File: config.mk
export PLATFORM = sky130hd
export DESIGN_NAME = fib_seq_ctrl
export DESIGN_NICKNAME = d
export VERILOG_FILES = /design/src/rtl/fib_pkg.sv /design/src/rtl/fib_stack.sv /design/src/rtl/fib_seq_ctrl.sv
export SDC_FILE = /design/constraint.sdc
export NUM_CORES = 1
export LEC_CHECK = 0
export ABC_AREA = 0
export BUFFER_PORTS_ARGS = -buffer_cell sky130_fd_sc_hd__buf_2
export CAP_MARGIN = 20
export CORE_UTILIZATION = 30
export DETAILED_ROUTE_END_ITERATION = 6
export GPL_ROUTABILITY_DRIVEN = 1
export PLACE_DENSITY_LB_ADDON = 0.2
export RECOVER_POWER = 100
export SYNTH_ARGS = -nofsm -noshare
export SYNTH_HDL_FRONTEND = slang
export SYNTH_SLANG_ARGS = --single-unit
export TNS_END_PERCENT = 10
File: constraint.sdc
create_clock -name clk -period 4.05 [get_ports clk]
set_input_delay 0.2025 -clock clk [delete_from_list [all_inputs] [get_ports clk]]
set_output_delay 0.2025 -clock clk [all_outputs]
set_load 0.01 [all_outputs]
File: src/rtl/fib_pkg.sv
// Shared types and defaults for the explicit-stack Fibonacci controller.
// Latency: n/a (declarations only).
// Backpressure: n/a (declarations only).
package fib_pkg;

    localparam int OP_W            = 3;
    localparam int STACK_DEPTH_DEF = 8;
    localparam int ACC_W_DEF       = 8;

    typedef logic [OP_W-1:0] op_t;

    typedef enum logic [2:0] {
        ST_IDLE = 3'd0,
        ST_POP  = 3'd1,
        ST_DEC1 = 3'd2,
        ST_DEC2 = 3'd3,
        ST_DONE = 3'd4
    } state_t;

endpackage

File: src/rtl/fib_stack.sv
// LIFO of operands for the recursion tree; dout is the live top-of-stack entry.
// Latency: push/pop take effect at the next clock edge, dout is combinational.
// Backpressure: push when full and pop when empty are ignored; the caller flags them.
//
// Ports: clk/rst (sync active-high), push/din, pop, dout (top entry, 0 when empty),
//        full, empty.
module fib_stack
    import fib_pkg::*;
#(
    parameter int DEPTH = STACK_DEPTH_DEF
) (
    input  logic clk,
    input  logic rst,
    input  logic push,
    input  logic pop,
    input  op_t  din,
    output op_t  dout,
    output logic full,
    output logic empty
);

    localparam int SP_W = $clog2(DEPTH + 1);
    localparam int AW   = (DEPTH > 1) ? $clog2(DEPTH) : 1;

    op_t             mem_q [DEPTH];
    logic [SP_W-1:0] sp_q;
    logic [AW-1:0]   wr_idx;
    logic [AW-1:0]   rd_idx;

    assign full   = (sp_q == SP_W'(DEPTH));
    assign empty  = (sp_q == '0);
    assign wr_idx = sp_q[AW-1:0];
    // When full the write index wraps to 0, so the top entry is still idx-1 modulo depth.
    assign rd_idx = wr_idx - AW'(1);
    assign dout   = empty ? '0 : mem_q[rd_idx];

    always_ff @(posedge clk) begin
        if (rst) begin
            sp_q <= '0;
        end else if (push && !full) begin
            mem_q[wr_idx] <= din;
            sp_q          <= sp_q + SP_W'(1);
        end else if (pop && !empty) begin
            sp_q <= sp_q - SP_W'(1);
        end
    end

endmodule

File: src/rtl/fib_seq_ctrl.sv
// Computes fib(n) by walking the recursion tree with an explicit stack, summing the leaves.
// Latency: 2*(2*fib(n+1)-1) cycles from the accepting edge to the done pulse.
// Backpressure: start is only sampled in IDLE; starts while busy are dropped.
//
// Ports: clk, rst (sync active-high), start/n (request), sub_a/sub_b/sub_s (external
//        3-bit subtractor), busy, done (1-cycle pulse), result, err (sticky stack fault).
module fib_seq_ctrl
    import fib_pkg::*;
#(
    parameter int STACK_DEPTH = STACK_DEPTH_DEF,
    parameter int ACC_W       = ACC_W_DEF
) (
    input  logic             clk,
    input  logic             rst,
    input  logic             start,
    input  logic [OP_W-1:0]  n,
    output logic [OP_W-1:0]  sub_a,
    output logic [OP_W-1:0]  sub_b,
    input  logic [OP_W-1:0]  sub_s,
    output logic             busy,
    output logic             done,
    output logic [ACC_W-1:0] result,
    output logic             err
);

    state_t           state_q, state_d;
    logic [ACC_W-1:0] acc_q, acc_d;
    logic [ACC_W-1:0] result_q, result_d;
    op_t              k_q, k_d;
    logic             done_q, done_d;
    logic             err_q, err_d;

    logic stk_push, stk_pop, stk_full, stk_empty;
    op_t  stk_din, stk_dout;

    fib_stack #(
        .DEPTH (STACK_DEPTH)
    ) u_stack (
        .clk   (clk),
        .rst   (rst),
        .push  (stk_push),
        .pop   (stk_pop),
        .din   (stk_din),
        .dout  (stk_dout),
        .full  (stk_full),
        .empty (stk_empty)
    );

    always_comb begin
        state_d  = state_q;
        acc_d    = acc_q;
        result_d = result_q;
        k_d      = k_q;
        done_d   = 1'b0;
        err_d    = err_q;
        stk_push = 1'b0;
        stk_pop  = 1'b0;
        stk_din  = sub_s;
        sub_a    = '0;
        sub_b    = '0;

        case (state_q)
            ST_IDLE: begin
                if (start) begin
                    stk_push = 1'b1;
                    stk_din  = n;
                    acc_d    = '0;
                    err_d    = 1'b0;
                    state_d  = ST_POP;
                end
            end
            ST_POP: begin
                if (stk_empty) begin
                    // done and result are registered on DONE entry so they appear together.
                    done_d   = 1'b1;
                    result_d = acc_q;
                    state_d  = ST_DONE;
                end else begin
                    stk_pop = 1'b1;
                    if (stk_dout < op_t'(2)) begin
                        // Leaf: fib(0)=0, fib(1)=1, so the leaf value is its contribution.
                        acc_d = acc_q + ACC_W'(stk_dout);
                    end else begin
                        k_d     = stk_dout;
                        state_d = ST_DEC1;
                    end
                end
            end
            ST_DEC1: begin
                sub_a    = k_q;
                sub_b    = op_t'(1);
                stk_push = 1'b1;
                state_d  = ST_DEC2;
            end
            ST_DEC2: begin
                sub_a    = k_q;
                sub_b    = op_t'(2);
                stk_push = 1'b1;
                state_d  = ST_POP;
            end
            ST_DONE: begin
                state_d = ST_IDLE;
            end
            default: begin
                state_d = ST_IDLE;
            end
        endcase

        // Overflowing pushes are dropped by the stack; the run still drains to DONE.
        if ((stk_push && stk_full) || (stk_pop && stk_empty)) begin
            err_d = 1'b1;
        end
    end

    always_ff @(posedge clk) begin
        if (rst) begin
            state_q  <= ST_IDLE;
            acc_q    <= '0;
            result_q <= '0;
            k_q      <= '0;
            done_q   <= 1'b0;
            err_q    <= 1'b0;
        end else begin
            state_q  <= state_d;
            acc_q    <= acc_d;
            result_q <= result_d;
            k_q      <= k_d;
            done_q   <= done_d;
            err_q    <= err_d;
        end
    end

    assign busy   = (state_q != ST_IDLE);
    assign done   = done_q;
    assign result = result_q;
    assign err    = err_q;

endmodule

; ---- Word level (Yosys, flattened, before mapping)
; Memory sizes are Yosys's and may differ from the RTL's.
; Index checks and enable logic that the tools add are counted.
[classes]
n_bitwise = 3
n_mux = 26
reduce_logical = 21
eq_ne = 8
addsub = 4
magnitude_cmp = 1
[op_table]
columns = op, n
row1 = $mux 8, 3
row2 = $mux 3, 7
row3 = $pmux 8 s2, 1
row4 = $pmux 3 s4, 1
row5 = $mux 1, 10
row6 = $add 8x3->8, 1
row7 = $mux 4, 2
row8 = $reduce_bool 2->1, 4
row9 = $eq 3x2->1 const B, 2
row10 = $ne 2x2->1 const B, 3
row11 = $reduce_and 2->1, 3
row12 = $add 4x1->4 const B, 1
row13 = $eq 4x4->1 const B, 1
row14 = $logic_and 1x1->1, 4
row15 = $logic_not 4->1, 1
row16 = $pmux 2 s2, 1
row17 = $reduce_and 4->1, 1
row18 = $reduce_or 2->1, 2
row19 = $sub 4x1->4 const B, 1
row20 = $eq 3x1->1 const B, 1
row21 = $logic_not 3->1, 1
row22 = $lt 3x2->1 const B, 1
row23 = $ne 3x3->1 const B, 1
row24 = $not 1->1, 3
row25 = other kinds (6), 7
[totals]
mem_bits_rw = 24
regBits = 28
memories = 1
in_bits = 9
[memory_table]
columns = memory, words, width, read_ports, rd_clocked_by_memory_dff, wr, line_no
row1 = u_stack.mem_q, 8, 3, 1, 0, 1, fib_stack.sv:25  ; op_t mem_q [DEPTH];

; ---- Depth between registers and ports, before layout
; Gate-level depths: netlist of run 1.
[depth]
depth_word = 7
ltp_mapped = 13
depth_no_buf = 12

; ---- Cells and area by module
; A second synthesis of run 1 with hierarchy kept.
[unflattened]
cells_unflattened = 223
hier_area_um2 = 2454.9
[modules_own_cells]
columns = module, cells_per_inst, area_each_um2, instances
row1 = fib_stack, 88, 1312.5, 1
row2 = fib_seq_ctrl, 135, 1142.3, 1

; ---- Worst setup path after synthesis of run 1
; Ideal clock, no wire load.
[synth_path]
path_kind = reg-to-reg
startpoint = register u_stack.sp_q[1]
endpoint = register acc_q[6]
stages_incl_launch_ff = 13
path_buffers = 1
arrival_ns = 2.682
setup_slack_ns = 1.254
cell_sequence = dfxtp_1 > inv_1 > ha_1 > clkbuf_1 > mux4_2 > mux2i_1 > nor2_1 > ha_1 > fa_1 > a21o_1 > nand4_1 > o41ai_2 > a21o_1
[synth_via]
elab_chain_len = 7
word_cells_on_any_way = 12
classes_between = add/sub: 2 / order compare: 1 / eq/ne: 2 / mux: 4 / reduce/logical: 2 / memory: 1
[synth_lines]
columns = element, line_no
row1 = from (decl), fib_stack.sv:26  ; logic [SP_W-1:0] sp_q;
row2 = from (signal assigned), fib_stack.sv:42  ; sp_q <= sp_q + SP_W'(1);
row3 = from (signal assigned), fib_stack.sv:44  ; sp_q <= sp_q - SP_W'(1);
row4 = $sub 3x1->3, fib_stack.sv:34  ; assign rd_idx = wr_idx - AW'(1);
row5 = $mem_v2 8x3, -
row6 = $mux 3 (*), fib_stack.sv:35  ; assign dout = empty ? '0 : mem_q[rd_idx];
row7 = via stk_dout[0], fib_seq_ctrl.sv:34  ; op_t stk_din, stk_dout;
row8 = $add 8x3->8, fib_seq_ctrl.sv:82  ; acc_d = acc_q + ACC_W'(stk_dout);
row9 = $mux 8, fib_seq_ctrl.sv:80  ; if (stk_dout < op_t'(2)) begin
row10 = $mux 8, fib_seq_ctrl.sv:73  ; if (stk_empty) begin
row11 = $pmux 8 s2, fib_seq_ctrl.sv:62  ; case (state_q)
row12 = to (signal assigned), fib_seq_ctrl.sv:118  ; acc_q <= '0;
row13 = to (signal assigned), fib_seq_ctrl.sv:125  ; acc_q <= acc_d;
row14 = to (decl), fib_seq_ctrl.sv:27  ; logic [ACC_W-1:0] acc_q, acc_d;
; Mark *: on every way through the listed nets, which the timed path passes. The rest lies on a longest branch. The select of a mux whose other input is x is not followed.
; A chain may end at the register's enable or synchronous reset.

; ---- Worst setup path in the final report of run 1
[layout_path]
startpoint = register u_stack.sp_q[0]
endpoint = register acc_q[6]
[layout_via]
elab_chain_len = 7
word_cells_on_any_way = 12
classes_between = add/sub: 2 / order compare: 1 / eq/ne: 2 / mux: 4 / reduce/logical: 2 / memory: 1
[layout_lines]
columns = element, line_no
row1 = $sub 3x1->3 (*), fib_stack.sv:34
row2 = via u_stack.rd_idx[0], fib_stack.sv:28  ; logic [AW-1:0] rd_idx;
row3 = $mem_v2 8x3 (*), -
row4 = $mux 3 (*), fib_stack.sv:35
row5 = via stk_dout[0], fib_seq_ctrl.sv:34
row6 = $add 8x3->8, fib_seq_ctrl.sv:82
row7 = $mux 8, fib_seq_ctrl.sv:80
row8 = $mux 8, fib_seq_ctrl.sv:73
row9 = $pmux 8 s2, fib_seq_ctrl.sv:62
; Marked as above.

==> summary.md, run 1 <==
| Metric | Value |
|---|---|
| Status | completed |
| First-pass GRT wire length | 8.480 mm |
| Final-stage net count | 261 |
| Via count | 1690 |
| Core box area | approximately 8300 um2 |
| R2R depth | 11 |
| CP Max Fanout | 12 |
| Drt via density | 4.829 |
| Async SR Flop Fraction | 0% |
| TritonCTS buffer count | 5 |
| Total Wirelength | 4.965 mm |
| Setup_tns | 0 ns |
| Netlist cell types | 47 |
| Fin area | 2869 um2 |
| Largest net degree at the start of global routing | 32 |
| Flop2flop setup slack | between 0.7 and 0.8 ns |
| Initial Util | 31.21% |
| Root Driver | clkbuf_8 |
| Clock-pin slew on the worst setup and hold paths | around 0.1 ns |
| Syn Std Cell Area | between 2000 and 3000 um2 |
| FF+latch count, synth | 52 |
| P&R area growth vs syn | 10.77% |
| Reg2reg start | u_stack.sp_q[0] |
| Max_slew headroom | 39.62% |
| Tot GR Track Use | 12.40% |
| PD cells | 575.8 nW/um2 |
| CTS sink cnt | 52 |
| EDFF count, synth | 24 |
| Area of the die | roughly 9000 um2 |
| Period Utilization, post-route | 80.34% |
| GRT Residual Overflow | 0 |
| Worst Hold Class | input port to flop |
| Critical path launch point type | flop |
| Pre-CTS setup slack | about 0.9 ns |
| Routed len/inst | 14.19 um |
| Final non-filler cell total | 350 |
| Die H | 94.92 um |
| Setup WS post-layout | about 0.8 ns |
| Placed Cells incl. Taps | approximately 340 |
| DP Area | 2791 um2 |
| Cts hold-fix bufs | 0 |
| Post-synth top area share | 27.83% |
| Number of global-route vias before repair | between 1500 and 2000 |
| DR iter-0 viols | 62 |
| Postcts setup bufs | 0 |
| Post-synthesis sequential area ratio | 49.47% |
| CP arrival | 3.46 ns |
| Layout cells sized above 1 | ~17% |
| Kind of critical path | flop to flop |
| Post_cts resized | 0 |
| Unrepaired setup endpoints after global routing | no |
| CP startpoint | u_stack.sp_q[0] |
| Peak VDD IR | 157.0 uV |
| CTS Buffer Depth | 2 |
| Final HPWL DP | 3.701 mm |
| Post-Route Utilization | roughly 35% |
| Mapped Cells | 222 |
| Post-synth net total | 239 |
| Boundary pin count | 26 |
| Req. time, crit path | about 4.3 ns |
| Setup violators final | 0 |
| Crit end category | flop |
| Yosys top cell by area | edfxtp_1 |
| Input/output buffers | 24 |
| Die X | 94.92 um |
| Ant diodes | 0 |
| Main synth FF type | dfxtp_1 |
| Achievable frequency | 307.3 MHz |
| Routability cong. | 0.8249 |
| Clk_skew | 0.005027 ns |
| H-Tree Depth | 2 |
| Pre-Repair DR Iteration Count | 4 |
| Reg-to-Reg End | acc_q[6] |
| Pin slew with the least headroom to its limit | 0.9038 ns |
| Yosys warns | 0 |
| Pleak | 1.174 nW |
| Pins Over Slew Limit | 0 |
| Setup crit end | acc_q[6] |
| DRC Markers | 0 |
| CTS tree | yes |
| Min cycle time layout | 3.254 ns |
| FP Rows | 33 |
| Max cap viols | 0 |
| Syn Area/Cell | 11.67 um2 |
| Top cells by area, synth | edfxtp_1 28%, dfxtp_1 22%, mux4_2 7.0% |
| Clk_lat worst skew | 0.30 ns |
| Detail Route Antenna Nets | 0 |
| Initial antenna violation count | 0 |
| Hold Fails Final Rpt | 0 |
[kinds of logic after synthesis]
kind of cell,after synthesis,share of synthesized area (%)
buffers and inverters,16,3.236
and+or+nand+nor,87,17.83
xor gates and xnor gates,5,2.416
AOI/OAI and AO/OA,27,8.406
other,1,0.1448
muxes,26,14.06
DFF,52,49.47
adders and majority gates,8,4.444
[synth_stat cells, types with 3 or more instances]
cell,instances
and2_1,4
mux4_2,8
and2b_2,3
o41ai_2,3
a21o_1,7
nor2_1,36
mux2i_1,15
inv_1,5
dfxtp_1,28
nor3_1,4
ha_1,6
clkbuf_1,6
mux2_2,3
nand2_1,9
edfxtp_1,24
and3_1,4
a21oi_1,8
xnor2_1,3
nand3_1,7
nor2b_1,3
[metrics by stage]
| step | total power, mW | hold WS [ns] |
|---|---|---|
| final | 1.652 | 0.3866 |
| after global routing | 1.772 | 0.4073 |
| after CTS | 1.695 | 0.3448 |
| after detailed placement | 1.338 | 0.4511 |
| after global placement | 1.336 | 0.4459 |
| after floorplan | 1.203 | 0.4317 |
[sequential cells by signal, indices dropped and copies added, names as in the netlist]
| name | flops |
|---|---|
| u_stack.sp_q | 4 |
| k_q | 3 |
| u_stack.mem_q | 24 |
| state_q | 3 |
| result | 8 |
| done | 1 |
| err | 1 |
| acc_q | 8 |
[power breakdown]
group          internal [mW]  switching [mW]  total, mW  leakage (nW)
Sequential             0.614          0.0490      0.663         0.444
Combinational          0.283           0.350      0.633         0.676
Clock                  0.183           0.173      0.356        0.0541
Total                   1.08           0.571       1.65          1.17
[worst max-delay path, stage by stage, from the launching register on]
cell	delay [ns]
dfxtp_1	0.31
buf_4	0.19
inv_1	0.14
ha_1	0.31
nor3b_1	0.77
nor2_1	0.17
ha_1	0.27
fa_1	0.41
a21o_1	0.22
nand4_1	0.13
o41ai_2	0.07
a21o_1	0.17
[worst min-delay path by stage]
stage	cells past startpoint	to	startpoint	slack, ns
finish	2	result[3]	rst	0.39
floorplan	2	k_q[1]	k_q[1]	0.43
detailed placement	2	k_q[1]	k_q[1]	0.45
global route	2	u_stack.sp_q[0]	rst	0.41
CTS	2	u_stack.mem_q[6][2]	sub_s[2]	0.34
global placement	2	k_q[1]	k_q[1]	0.45
[cells in the final DEF, fill, tap and decap left out, types with 3 or more instances in the layout]
cell type | Yosys | routed
edfxtp_1 | 24 | 24
nand2_1 | 9 | 9
dfxtp_1 | 28 | 28
clkbuf_8 | 0 | 5
mux2i_1 | 15 | 15
clkbuf_1 | 6 | 15
and2_0 | 0 | 3
and3_1 | 4 | 4
mux4_2 | 8 | 8
mux2_1 | 0 | 3
nand3_1 | 7 | 7
a21oi_1 | 8 | 8
buf_2 | 1 | 10
xnor2_1 | 3 | 3
a21o_1 | 7 | 7
inv_1 | 5 | 5
nor2_1 | 36 | 36
o41ai_2 | 3 | 3
nor2b_1 | 3 | 3
ha_1 | 6 | 6
nor3_1 | 4 | 4
[routing by layer]
layer / wire, um / vias to the layer above / GRT usage (%)
met2: 2231 / 29 / 19.30
met1: 2506 / 813 / 17.49
met5: 0 / - / 0
li1: - / 842 / -
met4: 71 / 0 / 4.798
met3: 155 / 6 / 1.449
[layout make-up]
type / instances / area (um2)
Inverter: 5 / 18.77
Timing Repair Buffer: 26 / 113.9
Fill cell: 829 / 5430
Multi-Input combinational cell: 154 / 1212
Clock buffer: 5 / 68.82
Clock inverter: 3 / 42.54
Tap cell: 105 / 131.4
Sequential cell: 52 / 1281
No activity file was read; power rests on OpenSTA's default activity.
==> run 2, diff against run 1 <==
--- a/config.mk
+++ b/config.mk
@@ -5,7 +5,7 @@
 export SDC_FILE = /design/constraint.sdc
 export NUM_CORES = 1
 export LEC_CHECK = 0
-export ABC_AREA = 0
+export ABC_AREA = 1
 export BUFFER_PORTS_ARGS = -buffer_cell sky130_fd_sc_hd__buf_2
 export CAP_MARGIN = 20
 export CORE_UTILIZATION = 30
==> constraint.sdc (replaced) <==
create_clock -name clk -period 2.8 [get_ports clk]
set_input_delay 0.14 -clock clk [delete_from_list [all_inputs] [get_ports clk]]
set_output_delay 0.14 -clock clk [all_outputs]
set_load 0.01 [all_outputs]
==> run 2 against run 1 <==
  * Sequential power up 63%
  * Maximum frequency increased by 25%
  * Synthesized cell count rose by 41%
  * Critical endpoint unchanged
==> summary.md, run 2 <==
| Metric | Value |
|---|---|
| Status | completed |
| Max_slew headroom | between 40% and 50% |
| Top-count cell post-synth | nand2_1 |
| CTS Buffer Depth | 2 |
| Reg2reg start | u_stack.sp_q[0] |
| Pin slew with the least headroom to its limit | 0.8526 ns |
| Boundary pin count | 26 |
| Req. time, crit path | 3.05 ns |
| Post-synth top area share | 27.92% |
| Via count | 2064 |
| EDFF count, synth | 24 |
| Routed len/inst | 12.53 um |
| Flop2flop setup slack | 0.20 ns |
| Max reg flops | 24 |
| Clk_lat worst skew | 0.31 ns |
| FF+latch count, synth | 52 |
| Main synth FF type | dfxtp_1 |
| Critical path launch point type | flop |
| Period Utilization, post-route | 92.82% |
| Cells on Worst Hold Path | 2 |
| Initial antenna violation count | 0 |
| Largest net degree at the start of global routing | 19 |
| Yosys warns | 0 |
| Setup violators final | 0 |
| P&R area growth vs syn | 10.62% |
| Initial Util | 31.26% |
| Max cap viols | 0 |
| Clock-pin slew on the worst setup and hold paths | 0.10 ns |
| H-Tree Depth | 2 |
| Kind of critical path | flop to flop |
| Final HPWL DP | 4.139 mm |
| Pins Over Slew Limit | 0 |
| Commonest non-fill, non-tap cells in the layout | 68 x nand2_1, 50 x nor2_1, 35 x inv_1 |
| Reg-to-Reg End | acc_q[6] |
| Area of the die | 8979 um2 |
| Syn Area/Cell | 8.220 um2 |
| PD cells | 1105 nW/um2 |
| Core box area | 8258 um2 |
| CTS tree | yes |
| Min cycle time layout | ~2.6 ns |
| Number of global-route vias before repair | ~1900 |
| Peak VDD IR | 394.2 uV |
| Async SR Flop Fraction | 0% |
| DR iter-0 viols | 136 |
| Die H | 94.76 um |
| Routability cong. | 0.7898 |
| CP arrival | between 2 and 3 ns |
| Cts hold-fix bufs | 0 |
| TritonCTS buffer count | 5 |
| CTS sink cnt | 52 |
| R2R depth | 18 |
| Post-synth top cells | 68 x nand2_1, 48 x nor2_1, 35 x inv_1, 29 x nand3_1, 28 x dfxtp_1 |
| Pleak | 1.186 nW |
| GRT Residual Overflow | 0 |
| Post-synth net total | about 330 |
| Input/output buffers | 24 |
| Root Driver | clkbuf_8 |
| Layout cells sized above 1 | under 10% |
| FP Rows | 33 |
| Total Wirelength | about 5.6 mm |
| DRC Markers | 0 |
| Yosys top cell by area | edfxtp_1 |
| Drt via density | approximately 4.6 |
| Mapped Cells | 314 |
| Syn Std Cell Area | around 2600 um2 |
| Largest register by flop count | u_stack.mem_q |
| Worst Hold Class | input port to flop |
| Commonest non-fill, non-tap cell in the layout | nand2_1 |
| Pre-Repair DR Iteration Count | 5 |
| CP Max Fanout | 8 |
| Netlist cell types | 35 |
| Top cells by area, synth | edfxtp_1 28%, dfxtp_1 22%, nand2_1 9.9% |
| Setup_tns | 0 ns |
| Ant diodes | 0 |
| Post-synthesis sequential area ratio | between 40 and 50% |
| Crit end category | flop |
| Postcts setup bufs | 0 |
| Tot GR Track Use | 13.06% |
| Worst hold start | rst |
| Detail Route Antenna Nets | 0 |
| Hold Path End | done |
| Unrepaired setup endpoints after global routing | no |
| Achievable frequency | 384.8 MHz |
| Clk_skew | 0.009631 ns |
| Hold Fails Final Rpt | 0 |
| Post-Route Utilization | 34.58% |
| First-pass GRT wire length | 9.032 mm |
| Die X | 94.76 um |
| Final-stage net count | ~360 |
## run 2: cell type report
| class | count | area (um2) |
|---|---|---|
| clock inverters | 2 | 35.03 |
| repair buffers | 28 | 126.4 |
| fillers | 896 | 5403 |
| well taps | 105 | 131.4 |
| flip-flops and latches | 52 | 1281 |
| inverters | 37 | 141.4 |
| clock buffers | 6 | 72.57 |
| multi-input cells | 215 | 1067 |
## run 2: cell families (layout without fill, tap and decap cells)
kind of cell	count (synthesis)	after routing	share of synthesized area, %
other	1	1	0.1453
AO/OA/AOI/OAI	45	45	9.307
AND/OR/NAND/NOR	158	158	26.90
adder cells (fa/ha/maj)	8	8	4.460
XOR/XNOR	3	3	1.018
flip-flops	52	52	49.64
buffers and inverters	47	73	8.531
## run 2: report_power, final
part	switching [mW]	total [mW]	internal (mW)
Combinational	1.03	1.57	0.532
Clock	0.247	0.513	0.266
Sequential	0.101	1.08	0.977
## run 2: how the worst max path moves through the flow
| stage | end | start | cells after the start | slack (ns) |
|---|---|---|---|---|
| after floorplan | acc_q[6] | u_stack.sp_q[0] | 21 | 0.1 |
| after global placement | acc_q[6] | u_stack.sp_q[0] | 18 | 0.22 |
| after detailed placement | acc_q[6] | u_stack.sp_q[0] | 18 | 0.14 |
| after CTS | acc_q[6] | u_stack.sp_q[0] | 19 | 0.11 |
| after global routing | acc_q[6] | u_stack.sp_q[0] | 19 | 0.01 |
| final | acc_q[6] | u_stack.sp_q[0] | 18 | 0.20 |
## run 2: critical path, stage by stage, from the launching register on
cell and delay [ns]:
dfxtp_1 0.38, inv_4 0.04, ha_2 0.40, nor2_1 0.07
o21ai_0 0.07, o211ai_1 0.12, nand3_1 0.11, inv_1 0.06
ha_1 0.20, fa_1 0.37, nand2_1 0.11, nand2_1 0.07
nand3_1 0.11, nor2_1 0.05, nand2_1 0.05, nand3_1 0.07
nand3_1 0.10, nand2_1 0.06, nor2_1 0.10
## run 2: layer usage
metal / GRT usage, % / up-vias / routed length [um]
li1: - / 1065 / -
met1: 19.11 / 943 / 2923
met2: 19.42 / 50 / 2367
met3: 2.254 / 6 / 224
met4: 4.040 / 0 / 60
met5: 0 / - / 0
## run 2: per-stage QoR
step,instance area [um2],power (mW),setup slack [ns],hold slack [ns],instances
finish,2855,3.156,0.2009,0.1666,445
global route,2855,3.455,0.01469,0.1724,445
global placement,2784,2.681,0.2224,0.4511,437
floorplan,2581,2.356,0.09751,0.3612,314
CTS,2892,3.205,0.1126,0.1626,445
detailed placement,2784,2.691,0.1446,0.4581,437
## run 2: what timing repair did
item                                    in CTS  in global routing
hold endpoints to repair                     0                  0
endpoints found under the setup margin       0                  4
resized for setup                            0                  2
